`src/rtl/cpu_vram_writer.sv`:
```
// Snoops 68000 write cycles aimed at the main screen buffer and replays them as
// byte writes into the VRAM during the wrWindow slots granted by the fetch path.
module cpu_vram_writer #(
  parameter logic [23:0] FB_BASE    = 24'h3FA700,
  parameter int          FB_BYTES   = 21888,
  parameter int          VRAM_AW    = 15,
  parameter int          FIFO_DEPTH = 4
) (
  input  logic               pixClk,
  input  logic               Reset,
  input  logic [23:1]        cpuAddr,
  input  logic [15:0]        cpuData,
  input  logic               ncpuAS,
  input  logic               ncpuUDS,
  input  logic               ncpuLDS,
  input  logic               cpuRnW,
  input  logic               wrWindow,
  output logic [VRAM_AW-1:0] vramAddr,
  output logic [7:0]         vramDataOut,
  output logic               vramDataOE,
  output logic               nvramWE,
  output logic               busy,
  output logic               overflow
);

  localparam int EW = VRAM_AW + 18;
  localparam int PW = $clog2(FIFO_DEPTH);

  typedef enum logic [1:0] {IDLE, SETUP, STROBE, HOLD} state_t;

  logic [1:0]         asSync, udsSync, ldsSync, rnwSync;
  logic               armed, wrCond, capture, inWindow;
  logic [23:0]        byteAddr, offset;
  logic               vld_p0;
  logic [EW-1:0]      entry_p0;
  logic [EW-1:0]      mem [FIFO_DEPTH];
  logic [PW:0]        wrPtr, rdPtr;
  logic               empty, full, push, pop;
  logic [EW-1:0]      headEntry;
  logic [VRAM_AW-1:0] headOff;
  logic [15:0]        headData;
  logic               headUb, headLb;
  state_t             state, stateNext;
  logic [VRAM_AW-1:0] addrNext;
  logic [7:0]         dataNext;
  logic               oeNext, weNext;
  logic               curUpper, upperNext, upperDone, doneNext;

  always_ff @(posedge pixClk or posedge Reset) begin
    if (Reset) begin
      asSync  <= 2'b11;
      udsSync <= 2'b11;
      ldsSync <= 2'b11;
      rnwSync <= 2'b11;
      armed   <= 1'b1;
    end else begin
      asSync  <= {asSync[0], ncpuAS};
      udsSync <= {udsSync[0], ncpuUDS};
      ldsSync <= {ldsSync[0], ncpuLDS};
      rnwSync <= {rnwSync[0], cpuRnW};
      if (asSync[1])
        armed <= 1'b1;
      else if (capture)
        armed <= 1'b0;
    end
  end

  // One capture per AS assertion; a second DS pulse under the same AS is ignored.
  assign wrCond   = ~asSync[1] & (~udsSync[1] | ~ldsSync[1]) & ~rnwSync[1];
  assign capture  = wrCond & armed;
  assign byteAddr = {cpuAddr, 1'b0};
  assign offset   = byteAddr - FB_BASE;
  assign inWindow = (byteAddr >= FB_BASE) && (offset < 24'(FB_BYTES));

  // Stage p0: captured, decoded write waiting to be pushed
  always_ff @(posedge pixClk or posedge Reset) begin
    if (Reset) vld_p0 <= 1'b0;
    else       vld_p0 <= capture & inWindow;
  end

  always_ff @(posedge pixClk) begin
    if (capture)
      entry_p0 <= {offset[VRAM_AW-1:0], cpuData, ~udsSync[1], ~ldsSync[1]};
  end

  assign empty = (wrPtr == rdPtr);
  assign full  = (wrPtr[PW] != rdPtr[PW]) && (wrPtr[PW-1:0] == rdPtr[PW-1:0]);
  assign push  = vld_p0 & (~full | pop);

  always_ff @(posedge pixClk) begin
    if (push) mem[wrPtr[PW-1:0]] <= entry_p0;
  end

  always_ff @(posedge pixClk or posedge Reset) begin
    if (Reset) begin
      wrPtr    <= '0;
      rdPtr    <= '0;
      overflow <= 1'b0;
    end else begin
      if (push) wrPtr <= wrPtr + 1'b1;
      if (pop)  rdPtr <= rdPtr + 1'b1;
      if (vld_p0 && full && !pop) overflow <= 1'b1;
    end
  end

  assign headEntry = mem[rdPtr[PW-1:0]];
  assign headOff   = headEntry[EW-1 -: VRAM_AW];
  assign headData  = headEntry[17:2];
  assign headUb    = headEntry[1];
  assign headLb    = headEntry[0];

  always_ff @(posedge pixClk or posedge Reset) begin
    if (Reset) begin
      state       <= IDLE;
      vramAddr    <= '0;
      vramDataOut <= '0;
      vramDataOE  <= 1'b0;
      nvramWE     <= 1'b1;
      curUpper    <= 1'b0;
      upperDone   <= 1'b0;
    end else begin
      state       <= stateNext;
      vramAddr    <= addrNext;
      vramDataOut <= dataNext;
      vramDataOE  <= oeNext;
      nvramWE     <= weNext;
      curUpper    <= upperNext;
      upperDone   <= doneNext;
    end
  end

  // upperDone remembers a finished upper byte when the window closed before the lower one.
  always_comb begin
    stateNext = state;
    addrNext  = vramAddr;
    dataNext  = vramDataOut;
    oeNext    = vramDataOE;
    weNext    = 1'b1;
    upperNext = curUpper;
    doneNext  = upperDone;
    pop       = 1'b0;
    case (state)
      IDLE: begin
        if (!empty && wrWindow) begin
          stateNext = SETUP;
          oeNext    = 1'b1;
          if (headUb && !upperDone) begin
            upperNext = 1'b1;
            addrNext  = headOff;
            dataNext  = headData[15:8];
          end else begin
            upperNext = 1'b0;
            addrNext  = headOff + VRAM_AW'(1);
            dataNext  = headData[7:0];
          end
        end
      end
      SETUP: begin
        stateNext = STROBE;
        weNext    = 1'b0;
      end
      STROBE: stateNext = HOLD;
      HOLD: begin
        if (curUpper && headLb) begin
          if (wrWindow) begin
            stateNext = SETUP;
            addrNext  = vramAddr + VRAM_AW'(1);
            dataNext  = headData[7:0];
            upperNext = 1'b0;
          end else begin
            stateNext = IDLE;
            oeNext    = 1'b0;
            doneNext  = 1'b1;
          end
        end else begin
          stateNext = IDLE;
          oeNext    = 1'b0;
          doneNext  = 1'b0;
          pop       = 1'b1;
        end
      end
      default: stateNext = IDLE;
    endcase
  end

  assign busy = ~empty | (state != IDLE);

endmodule
```
`config.mk`:
```
export PLATFORM = sky130hd
export DESIGN_NAME = cpu_vram_writer
export DESIGN_NICKNAME = d
export VERILOG_FILES = /design/src/rtl/cpu_vram_writer.sv
export SDC_FILE = /design/constraint.sdc
export NUM_CORES = 1
export LEC_CHECK = 0
export CAP_MARGIN = 30
export CELL_PAD_IN_SITES_DETAIL_PLACEMENT = 0
export CELL_PAD_IN_SITES_GLOBAL_PLACEMENT = 2
export CORE_MARGIN = 1.5
export CORE_UTILIZATION = 30
export DETAILED_ROUTE_END_ITERATION = 16
export GPL_TIMING_DRIVEN = 0
export MAX_ROUTING_LAYER = met4
export PLACE_DENSITY_LB_ADDON = 0.1
export SLEW_MARGIN = 40
export SYNTH_ARGS = -nofsm -noshare
export SYNTH_HDL_FRONTEND = slang
export SYNTH_SLANG_ARGS = --single-unit
export TNS_END_PERCENT = 30
```
`constraint.sdc`:
```
create_clock -name pixClk -period 7.6 [get_ports pixClk]
set_clock_uncertainty 0.05 [all_clocks]
set_input_delay 2.28 -clock pixClk [delete_from_list [all_inputs] [get_ports pixClk]]
set_output_delay 2.28 -clock pixClk [all_outputs]
set_load 0.05 [all_outputs]
```
# Word level (Yosys, flattened, before mapping)

Memories as Yosys holds them, arrays and structs flattened.
Cells that the tools add are included.

Output and inout port bits: 27
Memories kept: 1
Bits of input ports: 46
Memory bits (writable): 132
Logic and storage cells: 99
Bits in registers: 79

Reduce and logical (&&, ||, !) cells: 17
Add/subtract/negate cells: 5
Multiplexer cells: 32
Order comparisons: 2
Equal/unequal tests: 11
Bitwise gates (word level): 14

Memories:

| name | depth | bits a word | read ports | clocked after memory_dff | write ports | RTL line | source |
|---|---|---|---|---|---|---|---|
| mem  | 4     | 33          | 1          | 0                        | 1           | 36       | `logic [EW-1:0] mem [FIFO_DEPTH];` |

Operators with widths:

| cell                     | count |
|---|---|
| $mux W15                 | 4 |
| $mux W8                  | 4 |
| $add A15 B1 Y15 const B  | 2 |
| $pmux W15 S2             | 1 |
| $ge A24 B22 Y1 const B   | 1 |
| $lt A24 B15 Y1 const B   | 1 |
| $sub A24 B22 Y24 const B | 1 |
| $mux W1                  | 17 |
| $pmux W8 S2              | 1 |
| $ne A2 B2 Y1 const B     | 4 |
| $pmux W2 S4              | 1 |
| $logic_and A1 B1 Y1      | 7 |
| $add A3 B1 Y3 const B    | 2 |
| $not A1 Y1               | 6 |
| $reduce_bool A2 Y1       | 3 |
| $and A1 B1 Y1            | 5 |
| $eq A2 B2 Y1 const B     | 2 |
| $mux W2                  | 2 |
| $pmux W1 S2              | 2 |
| $reduce_and A4 Y1        | 1 |
| $eq A3 B3 Y1             | 1 |
| $logic_not A1 Y1         | 3 |
| $ne A3 B3 Y1 const B     | 1 |
| $or A1 B1 Y1             | 3 |
| other kinds (6)          | 6 |

# Depth between registers and ports, before layout

An unclocked memory read counts as a cell.

Word-level depth: 8
Mapped depth: 8
Gate-level depth less buffers: 6

# Least setup slack after synthesis

Ideal clock, no wire load.

Path type: input port to flip-flop
From: in cpuAddr[8] (netlist bit)
To: reg vld_p0
Stages on the path: 6
Path slack: 3.733 ns
Arrival time: 3.691 ns
Cell sequence: ha_1 a211o_1 a21oi_1 o311a_1 o2111ai_1 a2111oi_0

Cells in the longest elaborated chain, start to end: 4
Elaborated cells between the ends (all ways): 5
Those cells by class: add/sub: 1; order compare: 2; bitwise: 1; reduce/logical: 1

RTL lines:

| item                    | RTL line | source |
|---|---|---|
| start: declaration      | 11       | `input logic [23:1] cpuAddr,` |
| $sub A24 B22 Y24        | 72       | `assign offset = byteAddr - FB_BASE;` |
| $lt A24 B15 Y1          | 73       | `assign inWindow = (byteAddr >= FB_BASE) && (offset < 24'(FB_BYTES));` |
| $logic_and A1 B1 Y1 (*) | 73       |  |
| $and A1 B1 Y1 (*)       | 78       | `else vld_p0 <= capture & inWindow;` |
| end signal: assignment  | 78       |  |
| end: declaration        | 34       | `logic vld_p0;` |

Mark *: on every way between the ends. The rest lies on a longest branch, timed or not.
A chain may end at the register's enable or synchronous reset.

# Final worst setup path

From: reg rdPtr[1]
To: out busy

Cells in the longest elaborated chain, start to end: 3

RTL lines:

| item                     | RTL line | source |
|---|---|---|
| start: declaration       | 37       | `logic [PW:0] wrPtr, rdPtr;` |
| start signal: assignment | 101      | `if (pop) rdPtr <= rdPtr + 1'b1;` |
| $eq A3 B3 Y1             | 86       | `assign empty = (wrPtr == rdPtr);` |
| $not A1 Y1               | 186      | `assign busy = ~empty \| (state != IDLE);` |
| $or A1 B1 Y1             | 186      |  |
| end: declaration         | 22       | `output logic busy,` |

Every way passes these cells.

==> reports/summary.txt <==
Outcome - completed
Hold_ws - 304 ps
Synthesized area per cell - 16.5 sq um
Synth warn - 0
Worst setup EP type - output port
Reg clk slew, reported paths - 60 ps
Final core utilization - 37.9%
Gr usage total - 13.9%
Synth Flop Type - edfxtp_1
Min cycle time layout - 4740 ps
GP Congestion - 0.782
Crit start category - flip-flop
CTS root buffer - clkbuf_16
DRT Wirelength - 18900 um
Avg WL per Cell - 18.8 um
Fmax - 0.211 GHz
Clock buffer count from CTS - 24
Critical setup path kind - reg2out
Grt ovf - 0
CTS tree - yes
Max Buffers Root-to-Sink - 3
Count of flip-flops with a built-in enable after synthesis - 160
H-tree depth - 1
Max IR drop VDD - 0.153 mV
Core ar. - 27700 sq um
Data arrival, critical path - 2410 ps
Final antenna-violating net count - 0
Cells along the critical path - buf_6 > xnor2_1 > nand4_1 > clkdlybuf4s50_1
Worst slew margin - 63.1%
Die W - 171 um
Router iterations before antenna repair - 4
NumNets Final - 670
CTS Hold Buffers Added - 0
Post-CTS setup buffer count - 0
Yosys cell types - 57
Via-per-instance ratio - 4.68
Syn nets - 567
Post-synthesis cell area - 8420 sq um
Num rows - 61
Layout cells sized above 1 - 15.5%
Worst hold path type - reg2reg
Slowest CP cell - clkdlybuf4s50_1
Routed via count - 4718
Ant diodes - 0
Area Growth Syn to Fin - 24.7%
# fillers - 2600
Post_cts resized - 0
Clock latency on the worst-skew pair - 510 ps
Largest net degree at the start of global routing - 33
Worst-margin pin slew - 540 ps
Pwr dens - 353 nW/um^2
Max-cap viol count - 0
Period utilization - 62.4%
Ports - 73
Slowest stage delay, CP - 780 ps
Post-route DRC - 0
Post-DP HPWL - 12700 um
Post-route setup TNS - 0 ps
Reg2reg setup slack - 4880 ps
Fin. max-slew vios - 0
CP max FO - 10
Final WS setup - 2860 ps
DRT iter0 DRCs - 341
Seq/Total Area, Yosys - 70.9%
Yosys reg bits - 206
Final hold vios - 0
Chip Height - 171 um
Clock Sink Count - 206
Total Die Area - 29100 sq um
Global-route wire length before repair - 29400 um
CP required - 5270 ps
Post-synth ARST share - 22.3%
Final setup viols - 0
Initial antenna violation count - 0
Starting Density - 30.4%
RSZ-0062 raised after global routing - no
PortBufs - 71
Mapped Cells - 510
Pre-CTS setup slack - 2680 ps
Vias in the first global route - 4996
Pleak - 3.63 nW
-- critical path: cells and delay by family, from the launching register on --
family,cells,cell delay [ps]
xor+xnor,1,230
flops,1,430
buf+inv,2,970
simple gates,1,280
-- through the flow --
stage | area, sq um | cells | power [W]
6_report | 10500 | 1009 | 0.00371
5_1_grt | 10500 | 1009 | 0.00390
4_1_cts | 10500 | 1009 | 0.00377
3_5_place_dp | 9740 | 965 | 0.00266
3_3_place_gp | 9600 | 959 | 0.00265
2_1_floorplan | 8420 | 510 | 0.00225
-- layout make-up --
type	count	area (sq um)	share of cell area (%)
clock buffer	33	644	6.14
buffer	20	118	1.12
clock inverter	11	113	1.07
multi-input combinational	266	2280	21.7
tap	378	473	4.51
inverter	18	70.1	0.668
timing repair buffer	77	831	7.92
sequential	206	5970	56.9
-- state kept, by name, indices dropped and copies added, names as in the netlist, 3 cells and up --
signal	flops
entry_p0	32
mem	128
rdPtr	3
vramAddr	15
vramDataOut	8
wrPtr	3
-- synth_stat cells, types with 6 or more instances --
| library cell | instances | area share [%] |
|---|---|---|
| and2_1 | 8 | 0.59 |
| nand2_1 | 36 | 1.6 |
| ha_1 | 11 | 1.6 |
| o21ai_0 | 13 | 0.77 |
| nand4_1 | 7 | 0.52 |
| mux2i_1 | 28 | 3.3 |
| a211oi_1 | 6 | 0.54 |
| xnor2_1 | 6 | 0.62 |
| clkbuf_1 | 8 | 0.36 |
| o21ai_2 | 6 | 0.62 |
| dfrtp_1 | 36 | 11 |
| buf_2 | 7 | 0.42 |
| mux4_2 | 20 | 5.4 |
| nand3_1 | 13 | 0.77 |
| edfxtp_1 | 160 | 57 |
| inv_1 | 18 | 0.80 |
| a21oi_1 | 26 | 1.5 |
| dfstp_2 | 10 | 3.1 |
-- cell families (layout without fill, tap and decap cells) --
| kind of cell | after synthesis | in the layout | share of synthesized area, % |
|---|---|---|---|
| compound gates | 99 | 99 | 8.20 |
| xor+xnor | 11 | 11 | 1.14 |
| fa+ha+maj | 11 | 11 | 1.63 |
| buf+inv | 38 | 159 | 2.20 |
| flops | 206 | 206 | 70.9 |
| mux | 54 | 54 | 10.4 |
| simple gates | 91 | 91 | 5.54 |
-- cell usage in the layout, fill, tap and decap left out, types with 7 or more instances in the layout --
master           netlist  routed
a21oi_1               26      26
dfrtp_1               36      36
inv_1                 18      17
clkdlybuf4s50_1        0      71
mux4_2                20      20
edfxtp_1             160     160
nand3_1               13      13
nand4_1                7       7
clkbuf_1               8      16
buf_2                  7       7
mux2i_1               28      28
nand2_1               36      36
o21ai_0               13      13
dfstp_2               10      10
clkbuf_16              0      24
ha_1                  11      11
-- final timing paths --
path                            startpoint             end  cells past startpoint
worst max-delay path              rdPtr[1]            busy                      4
worst min-delay path            udsSync[0]      udsSync[1]                      0
worst max register to register    state[0]      mem[0][28]                      7
worst min register to register  udsSync[0]      udsSync[1]                      0
max in group asynchronous            Reset         nvramWE                      3
min in group asynchronous            Reset  vramDataOut[2]                      2
-- routing by layer --
layer | routed length, um | up-vias | GRT usage (%)
li1 | - | 2222 | -
met1 | 8550 | 2367 | 17.7
met2 | 9320 | 108 | 23.2
met3 | 812 | 21 | 2.45
met4 | 262 | 0 | 3.12
met5 | 0 | - | -
-- report_power, final --
| group | internal (W) | switching (W) |
|---|---|---|
| registers | 0.00131 | 0.000101 |
| clock network | 0.000660 | 0.000432 |
| logic | 0.000475 | 0.000725 |
(Power assumes the default switching activity.)
==> RTL edit 1, RTL diff (same flow settings) <==
`vramAddr` no longer has a reset.
--- a/src/rtl/cpu_vram_writer.sv
+++ b/src/rtl/cpu_vram_writer.sv
@@ -114,3 +114,2 @@
       state       <= IDLE;
-      vramAddr    <= '0;
       vramDataOut <= '0;
@@ -122,3 +121,2 @@
       state       <= stateNext;
-      vramAddr    <= addrNext;
       vramDataOut <= dataNext;
@@ -129,2 +127,6 @@
     end
+  end
+
+  always_ff @(posedge pixClk) begin
+    vramAddr <= addrNext;
   end
Function: differs if Reset is asserted again (counterexample within 10 cycles, from zero or initial values and one cycle with Reset high); with Reset held inactive, the same outputs for 10 cycles.
==> RTL edit 1 against the unedited design <==
Total power down 1.7%; final area is 2.0% lower; first-iteration DRC count decreased by 27%; sequential cell count unchanged; largest power group unchanged; area after synthesis fell by 2.2%; via count down 5.9%; setup slack improved by 0.044 ns; routed wire length is 8.4% lower; cell count shrank 5.2%.
==> RTL edit 1: results (changes against the unedited design) <==
* Status: finished, final reports clean (unchanged)
* Post-synthesis sequential area ratio at 73.4% (was 70.9%)
* Final #Nets at 655 (was 670)
* Adder-cell share of the synthesized area at 1.67% (was 1.63%)
* R2r endpoint: mem[1][13] (was mem[0][28])
* Clock group share of total power at 31.6% (was 29.5%)
* Setup ws final at 2.90 ns (was 2.86 ns)
* CP Data Arrival Time at 2.37 ns (was 2.41 ns)
* Hold path endpoint: asSync[1] (was udsSync[1])
* Hold Startpoint: asSync[0] (was udsSync[0])
* VDD IR max at 0.150 mV (was 0.153 mV)
* Drt wl/cell at 18.1 um (was 18.8 um)
* Static Leak at 3.57 nW (was 3.63 nW)
* Vias in the first global route at 4,689 (was 4,996)
* R2R cell count at 8 (was 7)
* Ys async rst share at 15.0% (was 22.3%)
* R2R Setup Slk at 4.69 ns (was 4.88 ns)
* Hold_ws at 0.305 ns (was 0.304 ns)
* Post-Synth XOR/XNOR Area at 2.77% (was 1.14%)
* Synth Net Count at 555 (was 567)
* Post-synthesis mux area share at 8.83% (was 10.4%)
* # fillers at 2,457 (was 2,600)
* Synth area leaders: edfxtp_1 (64%), dfrtp_1 (6.4%), mux4_2 (4.9%), dfstp_2 (3.2%), mux2i_1 (2.7%) (was edfxtp_1 (57%), dfrtp_1 (11%), mux4_2 (5.4%), mux2i_1 (3.3%), dfstp_2 (3.1%))
* Number of synthesized flops with an enable pin at 175 (was 160)
* Layout cells sized above 1 at 16.6% (was 15.5%)
* Power density over cell area at 354 nW/um^2 (was 353 nW/um^2)
* Routability cong. at 0.762 (was 0.782)
* Total track usage at 12.9% (was 13.9%)
* Via count at 4,440 (was 4,718)
* Slew @ Worst Pin at 0.714 ns (was 0.540 ns)
* Critical-path maximum fanout at 9 (was 10)
==> RTL edit 1: per-layer routing <==
metal | global-route usage [%] | up-vias | share of wire, %
li1 | - | 2101 | -
met1 | 17.0 | 2182 | 47
met2 | 20.5 | 124 | 47
met3 | 2.29 | 33 | 4.4
met4 | 3.77 | 0 | 2.2
met5 | - | - | 0
==> RTL edit 1: area by class of cell <==
type | instances | area [um^2] | area share, %
sequential | 206 | 6040 | 58.7
inverter | 16 | 62.6 | 0.608
tap | 341 | 427 | 4.15
buffer | 17 | 97.6 | 0.949
timing repair buffer | 74 | 813 | 7.90
multi-input combinational | 259 | 2040 | 19.8
clock buffer | 29 | 651 | 6.32
clock inverter | 15 | 153 | 1.48
==> RTL edit 1: per-stage QoR <==
step	utilization, %	std cells
CTS	38.2	957
global route	38.2	957
floorplan	-	498
finish	38.2	957
detailed placement	35.2	913
global placement	34.7	908
==> RTL edit 2, RTL diff (config.mk and constraints unchanged) <==
Made on the original files. Change the parameter `FIFO_DEPTH` from 4 to 8.
--- a/src/rtl/cpu_vram_writer.sv
+++ b/src/rtl/cpu_vram_writer.sv
@@ -6,3 +6,3 @@
   parameter int          VRAM_AW    = 15,
-  parameter int          FIFO_DEPTH = 4
+  parameter int          FIFO_DEPTH = 8
 ) (
Check against the original RTL: no difference found for any inputs over 10 cycles, from zero or initial values and one cycle with Reset high; that may be too few to reach the edited logic, so the function may still have changed.
==> RTL edit 2 against the unedited design <==
Setup slack lost 0.35 ns; core utilization shrank 0.094 points; final area grew 56%; total power grew 55%; sequential cell count grew 130; area after synthesis grew 57%; routed wire length grew 76%; clock power grew 61%.
==> RTL edit 2: results (changes against the unedited design) <==
* Total track usage at 15.8% (was 13.9%)
* DP Wirelength at 23.0 mm (was 12.7 mm)
* Crit-path max cell delay at 0.72 ns (was 0.78 ns)
* Max reg flops at 256 (was 128)
* Vias/cell at 4.73 (was 4.68)
* Clk Latency, worst-skew pair at 0.55 ns (was 0.51 ns)
* Synth Net Count at 751 (was 567)
* CTS Buf Count at 40 (was 24)
* CLK BUF at 55 (was 33)
* Area delta synth->final at 23.7% (was 24.7%)
* VDD IR max at 0.151 mV (was 0.153 mV)
* GR Util met3 at 3.19% (was 2.45%)
* # rows at 76 (was 61)
* Synth top cells by count: edfxtp_1 (288), mux4_2 (60), dfrtp_1 (38) (was edfxtp_1 (160), dfrtp_1 (36), nand2_1 (36))
* Adder-cell share of the synthesized area at 0.756% (was 1.63%)
* Routability cong. at 0.738 (was 0.782)
* Synth area leaders: edfxtp_1 (65%), mux4_2 (10%), dfrtp_1 (7.2%), dfstp_2 (2.0%), mux2i_1 (2.0%) (was edfxtp_1 (57%), dfrtp_1 (11%), mux4_2 (5.4%), mux2i_1 (3.3%), dfstp_2 (3.1%))
* I/O Buffers at 72 (was 71)
* Register area at 9860 um^2 (was 5970 um^2)
* M2 GR Usage at 26.1% (was 23.2%)
* Data buffer area share at 8.01% (was 9.04%)
* Post-Syn Area per Cell at 19.0 um^2 (was 16.5 um^2)
* Post-Synth XOR/XNOR Area at 1.12% (was 1.14%)
* WL met3 at 1.30 mm (was 812 um)
* Final #Nets at 919 (was 670)
* GR Layer Usage met1 at 19.9% (was 17.7%)
* DP Worst Slack at 2.70 ns (was 2.68 ns)
* Global-route wire length before repair at 49.5 mm (was 29.4 mm)
* Yosys cell types at 51 (was 57)
* Number of synthesized flops with an enable pin at 288 (was 160)
* Vias in the first global route at 7,536 (was 4,996)
* Static Leak at 5.61 nW (was 3.63 nW)
* Post-synthesis mux area share at 14.4% (was 10.4%)
* Drt wl/cell at 22.5 um (was 18.8 um)
* Status: finished, final reports clean (unchanged)
* Placed Cells at 1,408 (was 965)
* H-tree depth at 2 (was 1)
* PnR Total Power at 5.74 mW (was 3.71 mW)
* P_clk at 1.76 mW (was 1.09 mW)
* # fillers at 4,029 (was 2,600)
* Seq Cell Count at 336 (was 206)
* CP Data Arrival Time at 2.77 ns (was 2.41 ns)
* WL met2 at 16.6 mm (was 9.32 mm)
* Metal-1 WL at 14.9 mm (was 8.55 mm)
* Via count at 6,994 (was 4,718)
* Max-slew headroom at 49.6% (was 63.1%)
* Logic inverters at 17 (was 18)
* Largest net degree at the start of global routing at 29 (was 33)
* Plain + repair buffers at 158 (was 97)
* Multi-input logic area at 3210 um^2 (was 2280 um^2)
* Switching part of the total at 32.7% (was 33.9%)
* DR pass1 iterations at 5 (was 4)
* Multi-input gates at 312 (was 266)
* Layout cells sized above 1 at 25.5% (was 15.5%)
* Crit path max-delay family: buffers and inverters (unchanged)
* Compound-Gate Fraction of Synth Area at 3.87% (was 8.20%)
* Ys async rst share at 14.3% (was 22.3%)
* ClkCell Share at 7.29% (was 7.21%)
## RTL edit 2: cell types whose count changed after synthesis, moves of 5 or more
cell,delta
mux4_2,+40
and2_1,-5
clkbuf_1,+7
nor2b_1,+7
and4_1,-5
mux2_2,+21
nor2_1,+5
edfxtp_1,+128
o22a_1,+6
o21ai_2,-6
## RTL edit 2: cells by family after synthesis
group           Yosys count
buf+inv                  49
mux                     110
simple gates             97
flops                   336
fa+ha+maj                 8
compound gates           80
xor+xnor                 17
## RTL edit 2: final timing paths
check                      startpoint         end  slack (ns)  cells past startpoint
setup / recovery             rdPtr[1]        busy        2.50                      5
hold reg to reg            rnwSync[0]  rnwSync[1]        0.31                      0
setup reg to reg             rdPtr[1]  mem[4][10]        3.48                     10
hold / removal             rnwSync[0]  rnwSync[1]        0.31                      0
max in group asynchronous       Reset     nvramWE        4.93                      3
min in group asynchronous       Reset    overflow        2.01                      2
